### config.mk
export PLATFORM = sky130hd
export DESIGN_NAME = masked_hpc3_pipe_mul
export DESIGN_NICKNAME = d
export VERILOG_FILES = /design/src/rtl/masked_hpc3_pipe_mul_pkg.sv /design/src/rtl/masked_hpc3_pipe_mul_lane.sv /design/src/rtl/masked_hpc3_pipe_mul.sv
export SDC_FILE = /design/constraint.sdc
export NUM_CORES = 1
export LEC_CHECK = 0
export ABC_AREA = 0
export BUFFER_PORTS_ARGS = -buffer_cell sky130_fd_sc_hd__buf_2
export CAP_MARGIN = 20
export CORE_AREA = 2 2 39 41
export CTS_CLUSTER_SIZE = 10
export DETAILED_ROUTE_END_ITERATION = 16
export DIE_AREA = 0 0 41 43
export SETUP_SLACK_MARGIN = 0.1
export SLEW_MARGIN = 25
export SYNTH_ARGS = -nofsm -noshare
export SYNTH_HDL_FRONTEND = slang
export SYNTH_HIERARCHICAL = 1
export SYNTH_SLANG_ARGS = --single-unit
### constraint.sdc
create_clock -name in_clock -period 3.7 [get_ports in_clock]
set_clock_uncertainty 0.05 [all_clocks]
set_input_delay 0.555 -clock in_clock [delete_from_list [all_inputs] [get_ports in_clock]]
set_output_delay 0.555 -clock in_clock [all_outputs]
set_load 0.01 [all_outputs]
### src/rtl/masked_hpc3_pipe_mul_pkg.sv
// masked_hpc3_pipe_mul_pkg: share-pair indexing and GF(2^w) multiply helpers
package masked_hpc3_pipe_mul_pkg;
  localparam int MAX_W = 8;
  function automatic int num_quad(input int n);
    return n * (n - 1) / 2;
  endfunction
  function automatic int qindex(input int i, input int j, input int n);
    int lo, hi;
    lo = i < j ? i : j;
    hi = i < j ? j : i;
    return lo * n - lo * (lo + 1) / 2 + hi - lo - 1;
  endfunction
  function automatic logic [MAX_W-1:0] low_poly(input int w);
    return w == 8 ? MAX_W'('h1B) : w == 5 ? MAX_W'('h05) : w == 1 ? MAX_W'(0) : MAX_W'('h03);
  endfunction
  function automatic logic [MAX_W-1:0] gf_mul(input logic [MAX_W-1:0] x, input logic [MAX_W-1:0] y, input int w);
    logic [MAX_W:0] sh, red;
    logic [MAX_W-1:0] acc;
    acc = '0;
    sh = {1'b0, x};
    red = {1'b0, low_poly(w)} | ((MAX_W+1)'(1) << w);
    for (int k = 0; k < MAX_W; k++)
      if (k < w) begin
        acc ^= y[k] ? sh[MAX_W-1:0] : '0;
        sh = sh << 1;
        sh = sh[w] ? sh ^ red : sh;
      end
    return acc & ((MAX_W'(1) << w) - MAX_W'(1));
  endfunction
endpackage

### src/rtl/masked_hpc3_pipe_mul_lane.sv
// masked_hpc3_lane: one HPC3 multiplier lane, stage registers loaded only on en
module masked_hpc3_lane
  import masked_hpc3_pipe_mul_pkg::*;
#(
  parameter int NS = 2,
  parameter int W  = 1
) (
  input  logic                         in_clock,
  input  logic                         in_reset,
  input  logic                         en,
  input  logic [NS*W-1:0]              a,
  input  logic [NS*W-1:0]              b,
  input  logic [num_quad(NS)*W-1:0]    r,
  input  logic [num_quad(NS)*W-1:0]    p,
  output logic [NS*W-1:0]              c
);
  logic [W-1:0] ra [NS];
  logic [W-1:0] rb [NS];
  logic [W-1:0] v  [NS][NS-1];
  logic [W-1:0] w  [NS][NS-1];
  // stage registers: cleared by reset, written only when a transfer fires
  always_ff @(posedge in_clock)
    if (!in_reset) begin
      for (int i = 0; i < NS; i++) begin
        ra[i] <= '0;
        rb[i] <= '0;
        for (int j = 0; j < NS - 1; j++) begin
          v[i][j] <= '0;
          w[i][j] <= '0;
        end
      end
    end else if (en) begin
      for (int i = 0; i < NS; i++) begin
        ra[i] <= a[i*W +: W];
        rb[i] <= b[i*W +: W];
        for (int j = 0; j < NS; j++)
          if (j != i) begin
            v[i][j < i ? j : j - 1] <= b[j*W +: W] ^ r[qindex(i, j, NS)*W +: W];
            w[i][j < i ? j : j - 1] <= W'(gf_mul(MAX_W'(a[i*W +: W]), MAX_W'(r[qindex(i, j, NS)*W +: W]), W))
                                       ^ p[qindex(i, j, NS)*W +: W];
          end
      end
    end
  // output shares recombine only registered values, so no glitch reaches stale inputs
  always_comb begin
    logic [W-1:0] bs, ws;
    c = '0;
    for (int i = 0; i < NS; i++) begin
      bs = rb[i];
      ws = '0;
      for (int j = 0; j < NS - 1; j++) begin
        bs ^= v[i][j];
        ws ^= w[i][j];
      end
      c[i*W +: W] = W'(gf_mul(MAX_W'(ra[i]), MAX_W'(bs), W)) ^ ws;
    end
  end
endmodule

### src/rtl/masked_hpc3_pipe_mul.sv
// masked_hpc3_pipe_mul: multi-lane handshaked HPC3 masked GF multiplier, latency 1
module masked_hpc3_pipe_mul
  import masked_hpc3_pipe_mul_pkg::*;
#(
  parameter int NUM_SHARES = 2,
  parameter int BIT_WIDTH  = 1,
  parameter int NUM_LANES  = 1,
  parameter int ZERO_IDLE  = 1
) (
  input  logic                                             in_clock,
  input  logic                                             in_reset,
  input  logic [NUM_LANES*NUM_SHARES*BIT_WIDTH-1:0]        in_a,
  input  logic [NUM_LANES*NUM_SHARES*BIT_WIDTH-1:0]        in_b,
  input  logic                                             in_valid,
  output logic                                             in_ready,
  input  logic [NUM_LANES*num_quad(NUM_SHARES)*BIT_WIDTH-1:0] in_r,
  input  logic [NUM_LANES*num_quad(NUM_SHARES)*BIT_WIDTH-1:0] in_p,
  input  logic                                             in_rand_valid,
  output logic                                             in_rand_ready,
  output logic [NUM_LANES*NUM_SHARES*BIT_WIDTH-1:0]        out_c,
  output logic                                             out_valid,
  input  logic                                             out_ready
);
  localparam int SW = NUM_SHARES * BIT_WIDTH;
  localparam int QW = num_quad(NUM_SHARES) * BIT_WIDTH;
  logic fire;
  logic [NUM_LANES*SW-1:0] c_raw;
  assign in_ready      = !out_valid || out_ready;
  assign fire          = in_valid && in_rand_valid && in_ready;
  assign in_rand_ready = fire;
  assign out_c         = (ZERO_IDLE != 0 && !out_valid) ? '0 : c_raw;
  // single-entry occupancy: load on fire, empty when drained without a refill
  always_ff @(posedge in_clock)
    if (!in_reset) out_valid <= 1'b0;
    else if (fire) out_valid <= 1'b1;
    else if (out_ready) out_valid <= 1'b0;
  for (genvar l = 0; l < NUM_LANES; l++) begin : g_lane
    masked_hpc3_lane #(.NS(NUM_SHARES), .W(BIT_WIDTH)) u_lane (
      .in_clock (in_clock),
      .in_reset (in_reset),
      .en       (fire),
      .a        (in_a[l*SW +: SW]),
      .b        (in_b[l*SW +: SW]),
      .r        (in_r[l*QW +: QW]),
      .p        (in_p[l*QW +: QW]),
      .c        (c_raw[l*SW +: SW])
    );
  end
endmodule

---- Word-level counts from Yosys, hierarchy flattened ----
Memory sizes are Yosys's and may differ from the RTL's.
Index checks and enable logic that the tools add are counted.
storage, ports and cells
  memory bits (writable) .................. 8
  memories ................................ 4
  bits of input ports ..................... 11
  word-level logic and storage cells ...... 49
  output and inout bits ................... 5
  register bits ........................... 1
memory list
  name                 depth  width  rd ports  clocked after Yosys merged registers in  wr ports  line                             source
  g_lane[0].u_lane.ra  2      1      2         0                                        2         masked_hpc3_pipe_mul_lane.sv:17  logic [W-1:0] ra [NS];
  g_lane[0].u_lane.rb  2      1      2         0                                        2         masked_hpc3_pipe_mul_lane.sv:18  logic [W-1:0] rb [NS];
  g_lane[0].u_lane.v   2      1      2         0                                        2         masked_hpc3_pipe_mul_lane.sv:19  logic [W-1:0] v [NS][NS-1];
  g_lane[0].u_lane.w   2      1      2         0                                        2         masked_hpc3_pipe_mul_lane.sv:20  logic [W-1:0] w [NS][NS-1];
cells by class
  bitwise logic cells ..................... 16
  reductions and logical operators ........ 5
  mux-type cells .......................... 23
operator list
  cell                number
  1-bit 2-to-1 mux    22
  1-bit OR            8
  1-bit bitwise XOR   8
  1-bit logical AND   2
  2-bit 2-to-1 mux    1
  2-bit nonzero test  1
  1-bit logical NOT   1
  1-bit logical OR    1

---- Depth between registers and ports, before layout ----
  depth after elaboration ................. 7
  depth in mapped cells ................... 4
  mapped depth without buffers ............ 4

---- By module ----
Netlist, hierarchy kept.
modules (own cells, without submodules)
  module                instances  sequential area each (um2)  area an instance (um2)  cells each
  masked_hpc3_lane      1          240.2                       375.4                   30
  masked_hpc3_pipe_mul  1          20.0                        77.6                    7

---- Worst setup path before layout ----
No wires, ideal clock.
  kind .................................... input to register
  start point ............................. input out_ready
  end point ............................... memory g_lane[0].u_lane.ra[0][0], enable pin
  data required time ...................... 3,316 ps
  data arrival time ....................... 1,173 ps
  stages on the path ...................... 3
  setup time .............................. 334 ps
  slack ................................... 2,142 ps
  path buffers ............................ 0
  cell sequence ........................... nand2b_4 nor2b_4 nand2b_1
RTL lines
  what         line                             source
  from (decl)  masked_hpc3_pipe_mul.sv:22       input logic out_ready
  to (decl)    masked_hpc3_pipe_mul_lane.sv:17

==> run summary <==
The flow ran to the end, and the final reports show no timing, DRC or antenna violations. The detailed-route wire length is between 600 and 700 um. The clock tree root driver cell is sky130_fd_sc_hd__clkbuf_4.

TritonCTS built the clock tree. The post-route netlist has between 40% and 50% of its cells at a drive strength greater than 1. The slew at the pin closest to its max-slew limit is 0.3496 ns. The leakage component of the power is approximately 0.27 nW. The maximum number of pins on one net before global-route repair is 9.

The number of inserted filler cells in the final layout is 142. The routed length on met2 is roughly 320 um. The CTS buffer count is 3. The register bit total from synthesis came out at 9.

The final weighted congestion in routability-driven placement came out at around 0.67. Once detail routing completed, the nets flagged for antenna violations numbered 0. The number of primary I/O pins came out at 16.

The number of antenna violations at the first check in global routing is 0. The type of the worst min-delay path is reg -> reg. The total met3 wirelength after detailed routing is 31 um. Setup violations remaining at the end of the flow were counted as 0.

In the routed design, unresolved DRC markers number 0. In the synthesized netlist, the cells that appear most often are sky130_fd_sc_hd__edfxtp_1, sky130_fd_sc_hd__nand2_1. In this run, post-CTS hold repair placed 0 buffers. The total count of max-transition violations in the final report came out at 0. The synthesized netlist net count is 48. The clock insertion delay at the later pin of the skew report is roughly 0.25 ns. The total clock sinks is 9.

The number of H-tree levels is 1. The placed standard-cell area came out at about 550 um2. The worst path uses roughly 51% of the clock period.

Data arrives at the worst endpoint at 1.29 ns. The uppermost layer routed is met4. The peak supply drop came out at 142.0 uV.

The clock-pin slew on the worst setup and hold paths is 0.06 ns. For this design the ratio of total power to cell area is 385.0 nW/um2. The region available for standard cell placement spans 1384 um2. The floorplan step set the die width to 41 um. The total area of multi-input combinational cells is a little under 200 um2. From synthesis to final layout, the design area changed by 26.80%.

After floorplanning, the core was divided into 14 placement rows. The mapped netlist covers 452.9 um2. After routing the design area is 574.3 um2. The height of the die came out at 43 um. Global routing used 10.22% of the available tracks across all layers. The first routing iteration left 2 violations. By startpoint and endpoint, the worst setup path is classified as reg -> out. In this run, post-CTS repair resized a total of 0 instances. Setup repair after global routing left no endpoint under its margin. In the synthesized netlist the dominant register cell turns out to be sky130_fd_sc_hd__edfxtp_1. The worst slew slack as a fraction of its limit is between 70% and 80%. The total via count after detailed routing came out at 295.

The total grt overflow is 0. The antenna diode count came out at 0. The worst setup path is launched from a register. Setup slack on the worst reg-to-reg path comes out at ~2.4 ns.

Summed over all failing endpoints, the final setup total negative slack is 0 ns. The number of nets in the layout came out at 68. The async set or reset register ratio after synthesis is 0%.

For this configuration, the core starts out at a cell density of ~33%. The required time reported for the critical path endpoint came out at 3.09 ns. Port buffering added 15 buffers. The die outline area is 1763 um2. The detail-routed via count per cell is 4.097.

STA classifies the critical path endpoint as an output port. The largest total area in the synthesized netlist belongs to sky130_fd_sc_hd__edfxtp_1. The distinct cell type count of the synthesized netlist came out at 12. For this block, wires on met1 add up to 292 um. The yosys synthesis warning count came out at 6. The detailed-route wire length per cell came out at 9.167 um. The worst path in the final design needs a cycle of 1.895 ns, including I/O delays and setup.

The per-instance average area after synthesis came out at around 12 um2. The number of standard cells after synthesis came out at 37. The first global-routing pass estimated 1110 um of wire.

The portion of synthesized cell area occupied by the leading cell type is 53.04%. The highest clock frequency the design can meet is 527.6 MHz. The number of flops mapped to enable cells by yosys is 8. The most frequently used cell type in the post-synthesis netlist is sky130_fd_sc_hd__edfxtp_1. Max-cap violations in this run came to 0. The largest fanout of any net on the critical path is 1. By area the synthesized netlist is led by sky130_fd_sc_hd__edfxtp_1, sky130_fd_sc_hd__xnor2_1, sky130_fd_sc_hd__xor2_1, sky130_fd_sc_hd__and3_1, sky130_fd_sc_hd__nand2_1. The number of iterations in the first detailed-routing pass came out at 2. The number of hold-slack violations in the final timing report came out at 0. The longest clock path from root to sink contains 2 buffers. The post-CTS setup buffer count is 0. Of the synthesized area, sequential elements account for 57.46%. The via count of the first global-routing pass is roughly 280. The area of all sequential standard cells is ~260 um2.
## per-layer routing
layer / up-vias / track usage [%]
met5: - / 0
met4: 0 / 12.00
met3: 2 / 1.571
met2: 12 / 11.88
met1: 119 / 13.99
li1: 162 / -
## path summary, 6_finish.rpt
| check | to | start | depth (start not counted) |
|---|---|---|---|
| setup / recovery | out_c[0] | g_lane[0].u_lane/v[0][0]$_SDFFCE_PN0P_ | 5 |
| hold / removal | out_valid$_SDFFE_PN0P_ | out_valid$_SDFFE_PN0P_ | 2 |
| setup reg to reg | g_lane[0].u_lane/v[0][1]$_SDFFCE_PN0P_ | out_valid$_SDFFE_PN0P_ | 3 |
| hold reg to reg | out_valid$_SDFFE_PN0P_ | out_valid$_SDFFE_PN0P_ | 2 |
## critical path: stages, from the launching register on
cell	delay (ns)
sky130_fd_sc_hd__edfxtp_1	0.38
sky130_fd_sc_hd__xor2_1	0.16
sky130_fd_sc_hd__nand2_1	0.08
sky130_fd_sc_hd__xnor2_1	0.11
sky130_fd_sc_hd__and2_2	0.18
sky130_fd_sc_hd__buf_2	0.13
## state kept, by name (all words and copies together) (netlist names)
register	cells
g_lane.u_lane/ra	2
g_lane.u_lane/rb	2
g_lane.u_lane/v	2
g_lane.u_lane/w	2
out_valid	1
## layout by cell type (no fill, tap or decap)
cell and n:
sky130_fd_sc_hd__clkbuf_1 1, sky130_fd_sc_hd__nand2b_4 1, sky130_fd_sc_hd__clkbuf_4 3, sky130_fd_sc_hd__dfxtp_1 1
sky130_fd_sc_hd__a21boi_2 1, sky130_fd_sc_hd__xor2_1 4, sky130_fd_sc_hd__and3_1 4, sky130_fd_sc_hd__edfxtp_1 8
sky130_fd_sc_hd__and2_2 2, sky130_fd_sc_hd__xnor2_1 4, sky130_fd_sc_hd__buf_2 15, sky130_fd_sc_hd__nor2_1 4
sky130_fd_sc_hd__nor2b_4 1, sky130_fd_sc_hd__nand2b_1 1, sky130_fd_sc_hd__nand2_1 6
## report_power, final
group / internal, W / total (W) / switching, W
clock: 0.0000413 / 0.0000721 / 0.0000308
sequential: 0.000118 / 0.000120 / 0.00000273
combinational: 0.0000149 / 0.0000287 / 0.0000138
## stage by stage
stage | std cells | worst slack, ns | power [W] | hold slack [ns] | util, %
floorplan | 37 | 2.142 | 0.0001398 | 0.5070 | -
global placement | 68 | 2.031 | 0.0001513 | 0.4709 | 39.60
detailed placement | 68 | 2.020 | 0.0001519 | 0.4729 | 39.60
CTS | 72 | 1.774 | 0.0002249 | 0.4787 | 41.50
global route | 72 | 1.711 | 0.0002323 | 0.4969 | 41.50
finish | 72 | 1.805 | 0.0002211 | 0.4707 | 41.50
## cell families after synthesis
logic type      Yosys count  synth area share [%]
flops                     9                 57.46
simple gates             19                 24.58
compound gates            1                 2.486
xor+xnor                  8                 15.47
## final cells by class
class | instances | share of cell area [%]
multi-input combinational | 28 | 33.55
tap | 16 | 3.486
timing repair buffer | 15 | 13.07
sequential | 9 | 45.32
clock buffer | 4 | 4.575
(Power assumes the default switching activity.)
